`config.mk`:
```
export PLATFORM = sky130hd
export DESIGN_NAME = seq_detect_ctrl_flat
export DESIGN_NICKNAME = d
export VERILOG_FILES = /design/src/rtl/seq_detect_ctrl_if.sv /design/src/rtl/seq_detect_ctrl.sv /design/src/flat_wrapper.sv
export SDC_FILE = /design/constraint.sdc
export NUM_CORES = 1
export LEC_CHECK = 0
export BUFFER_PORTS_ARGS = -buffer_cell sky130_fd_sc_hd__buf_2
export CORE_MARGIN = 8
export CORE_UTILIZATION = 26
export CTS_CLUSTER_SIZE = 30
export DETAILED_ROUTE_END_ITERATION = 6
export HOLD_SLACK_MARGIN = 0.06
export PLACE_DENSITY = 0.39
export SYNTH_ARGS = -nofsm -noshare
export SYNTH_HDL_FRONTEND = slang
export SYNTH_SLANG_ARGS = --single-unit
```
`constraint.sdc`:
```
create_clock -name clk -period 2.95 [get_ports clk]
set_clock_uncertainty 0.1 [all_clocks]
set_input_delay 0.7375 -clock clk [delete_from_list [all_inputs] [get_ports clk]]
set_output_delay 0.7375 -clock clk [all_outputs]
set_load 0.01 [all_outputs]
```
`src/rtl/seq_detect_ctrl_if.sv`:
```
// Configuration, control and serial-data bundle for seq_detect_ctrl.
// master drives configuration/control/data; slave is the detector.
interface seq_detect_ctrl_if #(
  parameter int unsigned MAX_LEN = 8,
  parameter int unsigned CW      = 8,
  parameter int unsigned LW      = 4
);
  logic               cfg_valid;
  logic               cfg_ready;
  logic [MAX_LEN-1:0] cfg_pattern;
  logic [LW-1:0]      cfg_len;
  logic [CW-1:0]      cfg_target;
  logic               start;
  logic               abort;
  logic               x;
  logic               y;
  logic               busy;
  logic               done;
  logic [CW-1:0]      match_count;

  modport master (
    output cfg_valid, cfg_pattern, cfg_len, cfg_target, start, abort, x,
    input  cfg_ready, y, busy, done, match_count
  );

  modport slave (
    input  cfg_valid, cfg_pattern, cfg_len, cfg_target, start, abort, x,
    output cfg_ready, y, busy, done, match_count
  );
endinterface

```
`src/rtl/seq_detect_ctrl.sv`:
```
// Programmable serial pattern detector with match counting and start/abort sequencing.
// Define SEQ_DETECT_NONOVERLAP_EN for non-overlapping detection.
module seq_detect_ctrl #(
  parameter int unsigned MAX_LEN = 8,
  parameter int unsigned CW      = 8,
  parameter int unsigned LW      = 4
) (
  input logic                clk,
  input logic                rst,
  seq_detect_ctrl_if.slave   bus
);

  typedef enum logic [1:0] {StIdle, StRun, StDone} state_e;

  state_e             r_state;
  state_e             w_state_nxt;
  logic [MAX_LEN-1:0] r_pattern;
  logic [LW-1:0]      r_len;
  logic [CW-1:0]      r_target;
  logic [MAX_LEN-1:0] r_hist;
  logic [LW-1:0]      r_fill;
  logic [CW-1:0]      r_count;

  logic [MAX_LEN-1:0] w_window;
  logic [MAX_LEN-1:0] w_mask;
  logic               w_hit;
  logic               w_y;
  logic               w_cfg_fire;
  logic               w_arm;
  logic [CW-1:0]      w_count_inc;
  logic [LW-1:0]      w_len_in;

  assign w_window    = {r_hist[MAX_LEN-2:0], bus.x};
  assign w_count_inc = r_count + CW'(1);
  assign w_cfg_fire  = bus.cfg_valid && (r_state != StRun);
  assign w_arm       = (r_state != StRun) && bus.start && !bus.abort;

  // Out-of-range lengths fall back to the full window.
  assign w_len_in = ((bus.cfg_len == '0) || (int'(bus.cfg_len) > int'(MAX_LEN))) ?
                    LW'(MAX_LEN) : bus.cfg_len;

  always_comb begin
    w_mask = '0;
    for (int i = 0; i < int'(MAX_LEN); i++) begin
      if (i < int'(r_len)) w_mask[i] = 1'b1;
    end
  end

  // Fill guard: at least len-1 history bits must precede the current x.
  assign w_hit = (((w_window ^ r_pattern) & w_mask) == '0) &&
                 ((int'(r_fill) + 1) >= int'(r_len));
  assign w_y   = (r_state == StRun) && w_hit;

  always_comb begin
    w_state_nxt = r_state;
    unique case (r_state)
      StIdle: begin
        if (bus.start && !bus.abort) w_state_nxt = StRun;
      end
      StRun: begin
        if (bus.abort) begin
          w_state_nxt = StIdle;
        end else if (w_y && (r_target != '0) && (w_count_inc == r_target)) begin
          w_state_nxt = StDone;
        end
      end
      StDone: begin
        if (bus.abort)      w_state_nxt = StIdle;
        else if (bus.start) w_state_nxt = StRun;
      end
      default: w_state_nxt = StIdle;
    endcase
  end

  always_ff @(posedge clk) begin
    if (rst) begin
      r_state   <= StIdle;
      r_pattern <= MAX_LEN'(4'b1010);
      r_len     <= LW'(4);
      r_target  <= '0;
      r_hist    <= '0;
      r_fill    <= '0;
      r_count   <= '0;
    end else begin
      r_state <= w_state_nxt;
      if (w_cfg_fire) begin
        r_pattern <= bus.cfg_pattern;
        r_len     <= w_len_in;
        r_target  <= bus.cfg_target;
      end
      if (w_arm) begin
        r_count <= '0;
        r_hist  <= '0;
        r_fill  <= '0;
      end else if (r_state == StRun) begin
        r_hist <= w_window;
        if (w_y && (r_count != {CW{1'b1}})) r_count <= w_count_inc;
`ifdef SEQ_DETECT_NONOVERLAP_EN
        if (w_y) begin
          r_fill <= '0;
        end else if (r_fill < LW'(MAX_LEN)) begin
          r_fill <= r_fill + LW'(1);
        end
`else
        if (r_fill < LW'(MAX_LEN)) r_fill <= r_fill + LW'(1);
`endif
      end
    end
  end

  assign bus.y           = w_y;
  assign bus.busy        = (r_state == StRun);
  assign bus.done        = (r_state == StDone);
  assign bus.cfg_ready   = (r_state != StRun);
  assign bus.match_count = r_count;

endmodule

```
`src/flat_wrapper.sv`:
```
// flat-port wrapper written by rule: the top's interface ports become plain ports
module seq_detect_ctrl_flat 
#(
  parameter int unsigned MAX_LEN = 8,
  parameter int unsigned CW      = 8,
  parameter int unsigned LW      = 4
)
  (clk, rst, bus_cfg_valid, bus_cfg_pattern, bus_cfg_len, bus_cfg_target, bus_start, bus_abort, bus_x, bus_cfg_ready, bus_y, bus_busy, bus_done, bus_match_count);
  seq_detect_ctrl_if #(.MAX_LEN(MAX_LEN), .CW(CW), .LW(LW)) bus_i ();
  input logic clk;
  input logic rst;
  input wire logic [$bits(bus_i.cfg_valid)-1:0] bus_cfg_valid;
  input wire logic [$bits(bus_i.cfg_pattern)-1:0] bus_cfg_pattern;
  input wire logic [$bits(bus_i.cfg_len)-1:0] bus_cfg_len;
  input wire logic [$bits(bus_i.cfg_target)-1:0] bus_cfg_target;
  input wire logic [$bits(bus_i.start)-1:0] bus_start;
  input wire logic [$bits(bus_i.abort)-1:0] bus_abort;
  input wire logic [$bits(bus_i.x)-1:0] bus_x;
  output wire logic [$bits(bus_i.cfg_ready)-1:0] bus_cfg_ready;
  output wire logic [$bits(bus_i.y)-1:0] bus_y;
  output wire logic [$bits(bus_i.busy)-1:0] bus_busy;
  output wire logic [$bits(bus_i.done)-1:0] bus_done;
  output wire logic [$bits(bus_i.match_count)-1:0] bus_match_count;
  assign bus_i.cfg_valid = bus_cfg_valid;
  assign bus_i.cfg_pattern = bus_cfg_pattern;
  assign bus_i.cfg_len = bus_cfg_len;
  assign bus_i.cfg_target = bus_cfg_target;
  assign bus_i.start = bus_start;
  assign bus_i.abort = bus_abort;
  assign bus_i.x = bus_x;
  assign bus_cfg_ready = bus_i.cfg_ready;
  assign bus_y = bus_i.y;
  assign bus_busy = bus_i.busy;
  assign bus_done = bus_i.done;
  assign bus_match_count = bus_i.match_count;
  seq_detect_ctrl #(.MAX_LEN(MAX_LEN), .CW(CW), .LW(LW)) u_core (.clk(clk), .rst(rst), .bus(bus_i));
endmodule
```
Word-level counts from Yosys, hierarchy flattened:

Index checks and enable logic that the tools add are counted.

* input bits: 26
* word-level logic and storage cells: 65
* bits in registers: 41
* output and inout bits: 12

* bitwise logic cells: 2
* add/sub/neg operators: 3
* muxes and demuxes: 15
* reduce and logical (&&, ||, !) cells: 19
* eq/ne operators: 8
* order comparisons: 11

Operators by type and width (number)
* $ge 32x5->1: 1
* $lt 3x4->1 const A: 4
* $mux 2: 5
* $logic_and 1x1->1: 9
* $add 8x1->8 const B: 1
* $and 8x8->8: 1
* $eq 8x8->1: 1
* $logic_not 8->1: 1
* $lt 1x4->1 const A: 2
* $lt 2x4->1 const A: 2
* $mux 1: 8
* $ne 8x8->1 const B: 1
* $reduce_bool 8->1: 1
* $xor 8x8->8: 1
* $pmux 2 s3: 1
* $add 4x1->5 const B: 1
* $add 4x1->4 const B: 1
* $gt 4x4->1 const B: 1
* $logic_not 4->1: 1
* $lt 4x4->1 const B: 1
* $mux 4: 1
* $ne 2x1->1 const B: 2
* $reduce_and 2->1: 2
* $ne 3x2->1 const B: 1
* other kinds (8): 8

Depth between registers and ports, before layout:

* word-level depth: 11
* gate-level depth with buffers: 9
* mapped depth without buffers: 8

Worst setup path after synthesis:

No wires, ideal clock.

* path type: register to output
* from: reg u_core.r_fill[0]
* to: out bus_y
* stages on the path, launching flop included: 8
* data required time: 2.112 ns
* slack: 0.449 ns
* arrival time: 1.663 ns
* path buffers: 1
* cell sequence: dfxtp_1 -> ha_1 -> ha_1 -> a211oi_1 -> o21ai_1 -> nand3_2 -> clkbuf_1 -> inv_2

* longest elaborated chain between the ends: 4

Ends and longest elaborated chain
* start, declared: RTL line seq_detect_ctrl.sv:21 `logic [LW-1:0] r_fill;`
* start signal, assigned: RTL line seq_detect_ctrl.sv:105 `if (r_fill < LW'(MAX_LEN)) r_fill <= r_fill + LW'(1);`
* $add 4x1->5: RTL line seq_detect_ctrl.sv:51 `((int'(r_fill) + 1) >= int'(r_len));`
* $ge 32x5->1: RTL line seq_detect_ctrl.sv:51
* $logic_and 1x1->1: RTL line seq_detect_ctrl.sv:50 `assign w_hit = (((w_window ^ r_pattern) & w_mask) == '0) &&`
* $logic_and 1x1->1: RTL line seq_detect_ctrl.sv:52 `assign w_y = (r_state == StRun) && w_hit;`
* end, declared: RTL line flat_wrapper.sv:20 `output wire logic [$bits(bus_i.y)-1:0] bus_y;`

No other way between the ends.

Worst setup path after layout:

Ends and elaborated chain as after synthesis.

==> results.cfg <==
[route]
number_of_drc_markers_after_the_initial_detailed_route_iteration = 51
drc = 0
drt_pass_1_iters = 4
routed-via-count = 1961
wirelength_um = 5756
ant_nets = 0
wl_per_cell_um = 14.04
vias_per_std_cell = 4.783

[place]
finalWeightedCongestion = 0.7097
dpl.cell_count = 402
place.detailed.hpwl_um = 4332
io_buffer_count = 37
preCtsSetupSlack_ns = 0.4169

[grt]
track_usage_pct = 10.72
grt_pass1_wl_um = 9784
initial_antenna_violation_count = 0
grt_max_degree = 25
globalRouteOverflowTotal = 0
via_count_of_the_first_global_routing_pass = 1984

[yosys]
synthTopCellsByArea = sky130_fd_sc_hd__dfxtp_1 (39%), sky130_fd_sc_hd__nand2_1 (10%), sky130_fd_sc_hd__a21oi_1 (7.5%)
yosys_warnings = 0
synth_top_flop_cell = sky130_fd_sc_hd__dfxtp_1
syn-instance-count = 266
synth_async_sr_flop_share_pct = 0
post_synth_num_cell_types = 44
yosys.area.top_type_share_pct = 38.68
yosys-top-cells-count = sky130_fd_sc_hd__nand2_1 (57), sky130_fd_sc_hd__dfxtp_1 (41), sky130_fd_sc_hd__a21oi_1 (32)
mappedNetlistNets = 298
synth_edf_count = 0
ys_seq_elements = 41
mappedNetlistArea_um2 = 2122
syn_avg_cell_area_um2 = 7.978
share_of_the_yosys_chip_area_belonging_to_registers_pct = 38.68
post-synth-top-count-cell = sky130_fd_sc_hd__nand2_1
synth.largest_area_cell = sky130_fd_sc_hd__dfxtp_1

[sta]
worst_hold_margin_ns = 0.3672
setup-tns-final_ns = 0
tightest_slew_ns = 0.6654
postLayoutSetupSlackWorst_ns = 0.2155
max_freq_ghz = 0.3657
finalMaxSlewViolations = 0
hold_violations = 0
setup_viol_count_final = 0
timing.slew.headroom_pct = 55.64
period_needed_ns = 2.734
rsz0062_at_grt = false
period_share_pct = 92.69

[hold_path]
holdCritStartpoint = u_core.r_pattern[0]$_SDFFE_PP0P_
hp-class = flop to flop

[clocking]
cts-hold-fix-buffers = 0
cts_tree = built
cts-buffers-inserted = 5
cts.sinks = 41
cts.clk_slew.worst_paths_ns = 0.08
h-tree-depth = 2
clk_root_buffer_cell = sky130_fd_sc_hd__clkbuf_8
clock_insertion_delay_worst_skew_ns = 0.31
cts_repair_resize_count = 0
clock_path_buffers = 2
cts_setup_buffers = 0

[critical_path]
timing.critical_path.to_type = primary output
reg2reg_to = u_core.bus.match_count[5]$_SDFFE_PP0P_
rrSetupSlack_ns = 0.52
critPathMaxStageDelay_ns = 0.35
worst-path-buf-inv = 2
launch_instance_of_the_worst_register_to_register_path = u_core.r_fill[0]$_SDFFE_PP0P_
critPathKind = flop to primary output
worst_path_max_delay_cell = sky130_fd_sc_hd__dfxtp_1
worstSetupStartpointType = flop
setup.worst_path.end = bus_y
critical_path.cell_chain = ha_1, xor2_1, ha_1, o21ai_0, o21ai_1, nand3_2, inv_2, buf_2
cp.depth = 8
critical_path.top_delay_family = adder cells
crit_path_most_repeated_cell = sky130_fd_sc_hd__ha_1
data_arrival_time_of_the_critical_path_ns = 1.90
critical_path.startpoint = u_core.r_fill[0]$_SDFFE_PP0P_
critPathRequiredTime_ns = 2.11
r2r_cells = 9
critPathMaxFanout = 4

[finish]
nNetsFinal = 336
layout.cells.non_filler = 410
area.growth.synth_to_final_pct = 19.10
layout.area.seq_um2 = 820.8
drive_above_1_share_pct = 19.02
filler_cell_count = 900
multi_input_area_um2 = 1215
antenna_cells = 0

[pwr]
power.static_leakage_nw = 0.9337
vdd_drop_max_uv = 163.0
power_density_nw_per_um2 = 436.2

[status]
run_status = completed

[die]
floorplan.die_area_um2 = 11310
effective_utilization_at_floorplan_pct = 26.36
placement_rows = 33
die-height_um = 106.3
num_io_pins = 38
placeableCoreArea_um2 = 8051
die_x_um = 106.3

[flow_run]
maxCapViolations = 0
through the flow:
step	instance area [um^2]	utilization (%)	power, mW
after floorplan	2122	-	0.6846
after global placement	2440	30.30	0.7327
after detailed placement	2440	30.30	0.7329
after CTS	2527	31.39	1.122
after global routing	2527	31.39	1.162
final	2527	31.39	1.102
tightest hold or removal path, delay by kind of cell, from the launching register on:
family | cells | cell delay (ns)
compound gates | 1 | 0.05
flops | 1 | 0.32
simple gates | 1 | 0.05
where the power goes:
part           internal, mW  switching (mW)  leakage [nW]
combinational        0.0542          0.0692         0.562
sequential            0.572          0.0207         0.334
clock                 0.167           0.219        0.0374
sequential cells by signal, indices dropped and copies added (netlist names):
name	count
u_core.r_state	2
u_core.r_pattern	8
u_core.r_target	8
u_core.r_len	4
u_core.r_fill	4
u_core.r_hist	7
u_core.bus.match_count	8
worst min-delay path by stage:
stage | endpoint | depth (start not counted) | slack, ns
2_1_floorplan | u_core.r_pattern[0]$_SDFFE_PP0P_ | 2 | 0.35
6_report | u_core.r_pattern[0]$_SDFFE_PP0P_ | 2 | 0.37
4_1_cts | u_core.r_pattern[0]$_SDFFE_PP0P_ | 2 | 0.37
3_3_place_gp | u_core.r_hist[6]$_SDFFE_PP0P_ | 2 | 0.36
3_5_place_dp | u_core.r_pattern[0]$_SDFFE_PP0P_ | 2 | 0.36
5_1_grt | u_core.r_pattern[0]$_SDFFE_PP0P_ | 2 | 0.39
routing by layer:
layer	vias to the layer above	global-route usage (%)	part of all wire, %
li1	1013	-	-
met1	898	13.62	49
met2	43	16.76	45
met3	7	2.480	4.9
met4	0	5.126	1.4
met5	-	0	0
cell usage in the layout, fill, tap and decap left out, types with 3 or more instances in the layout:
master / n
sky130_fd_sc_hd__a211oi_1: 5
sky130_fd_sc_hd__or4_1: 4
sky130_fd_sc_hd__xnor2_1: 14
sky130_fd_sc_hd__nand3_1: 8
sky130_fd_sc_hd__nand4_1: 4
sky130_fd_sc_hd__inv_1: 7
sky130_fd_sc_hd__nand2_1: 57
sky130_fd_sc_hd__a21oi_1: 32
sky130_fd_sc_hd__nor3b_1: 4
sky130_fd_sc_hd__nand3b_1: 5
sky130_fd_sc_hd__ha_1: 6
sky130_fd_sc_hd__o21ai_0: 5
sky130_fd_sc_hd__buf_4: 7
sky130_fd_sc_hd__nor4b_1: 3
sky130_fd_sc_hd__nor2_1: 7
sky130_fd_sc_hd__nand2b_1: 3
sky130_fd_sc_hd__nor4_1: 3
sky130_fd_sc_hd__o31ai_1: 6
sky130_fd_sc_hd__dfxtp_1: 41
sky130_fd_sc_hd__clkbuf_8: 5
sky130_fd_sc_hd__xor2_1: 6
sky130_fd_sc_hd__buf_2: 37
sky130_fd_sc_hd__nor3_1: 4
sky130_fd_sc_hd__o21ai_1: 5
logic make-up after synthesis:
| kind of cell | Yosys count | share of synthesized area (%) |
|---|---|---|
| compound gates | 65 | 18.93 |
| flops | 41 | 38.68 |
| xor+xnor | 20 | 8.255 |
| fa+ha+maj | 6 | 3.538 |
| simple gates | 112 | 26.53 |
| buf+inv | 22 | 4.068 |
layout make-up:
class                           instances  area share, %
Multi-Input combinational cell        203          48.07
Sequential cell                        41          32.48
Timing Repair Buffer                   44          9.406
Tap cell                              105          5.198
Clock buffer                            6          2.871
Inverter                                9          1.386
Clock inverter                          2         0.5941
No activity file was read; power rests on OpenSTA's default activity.
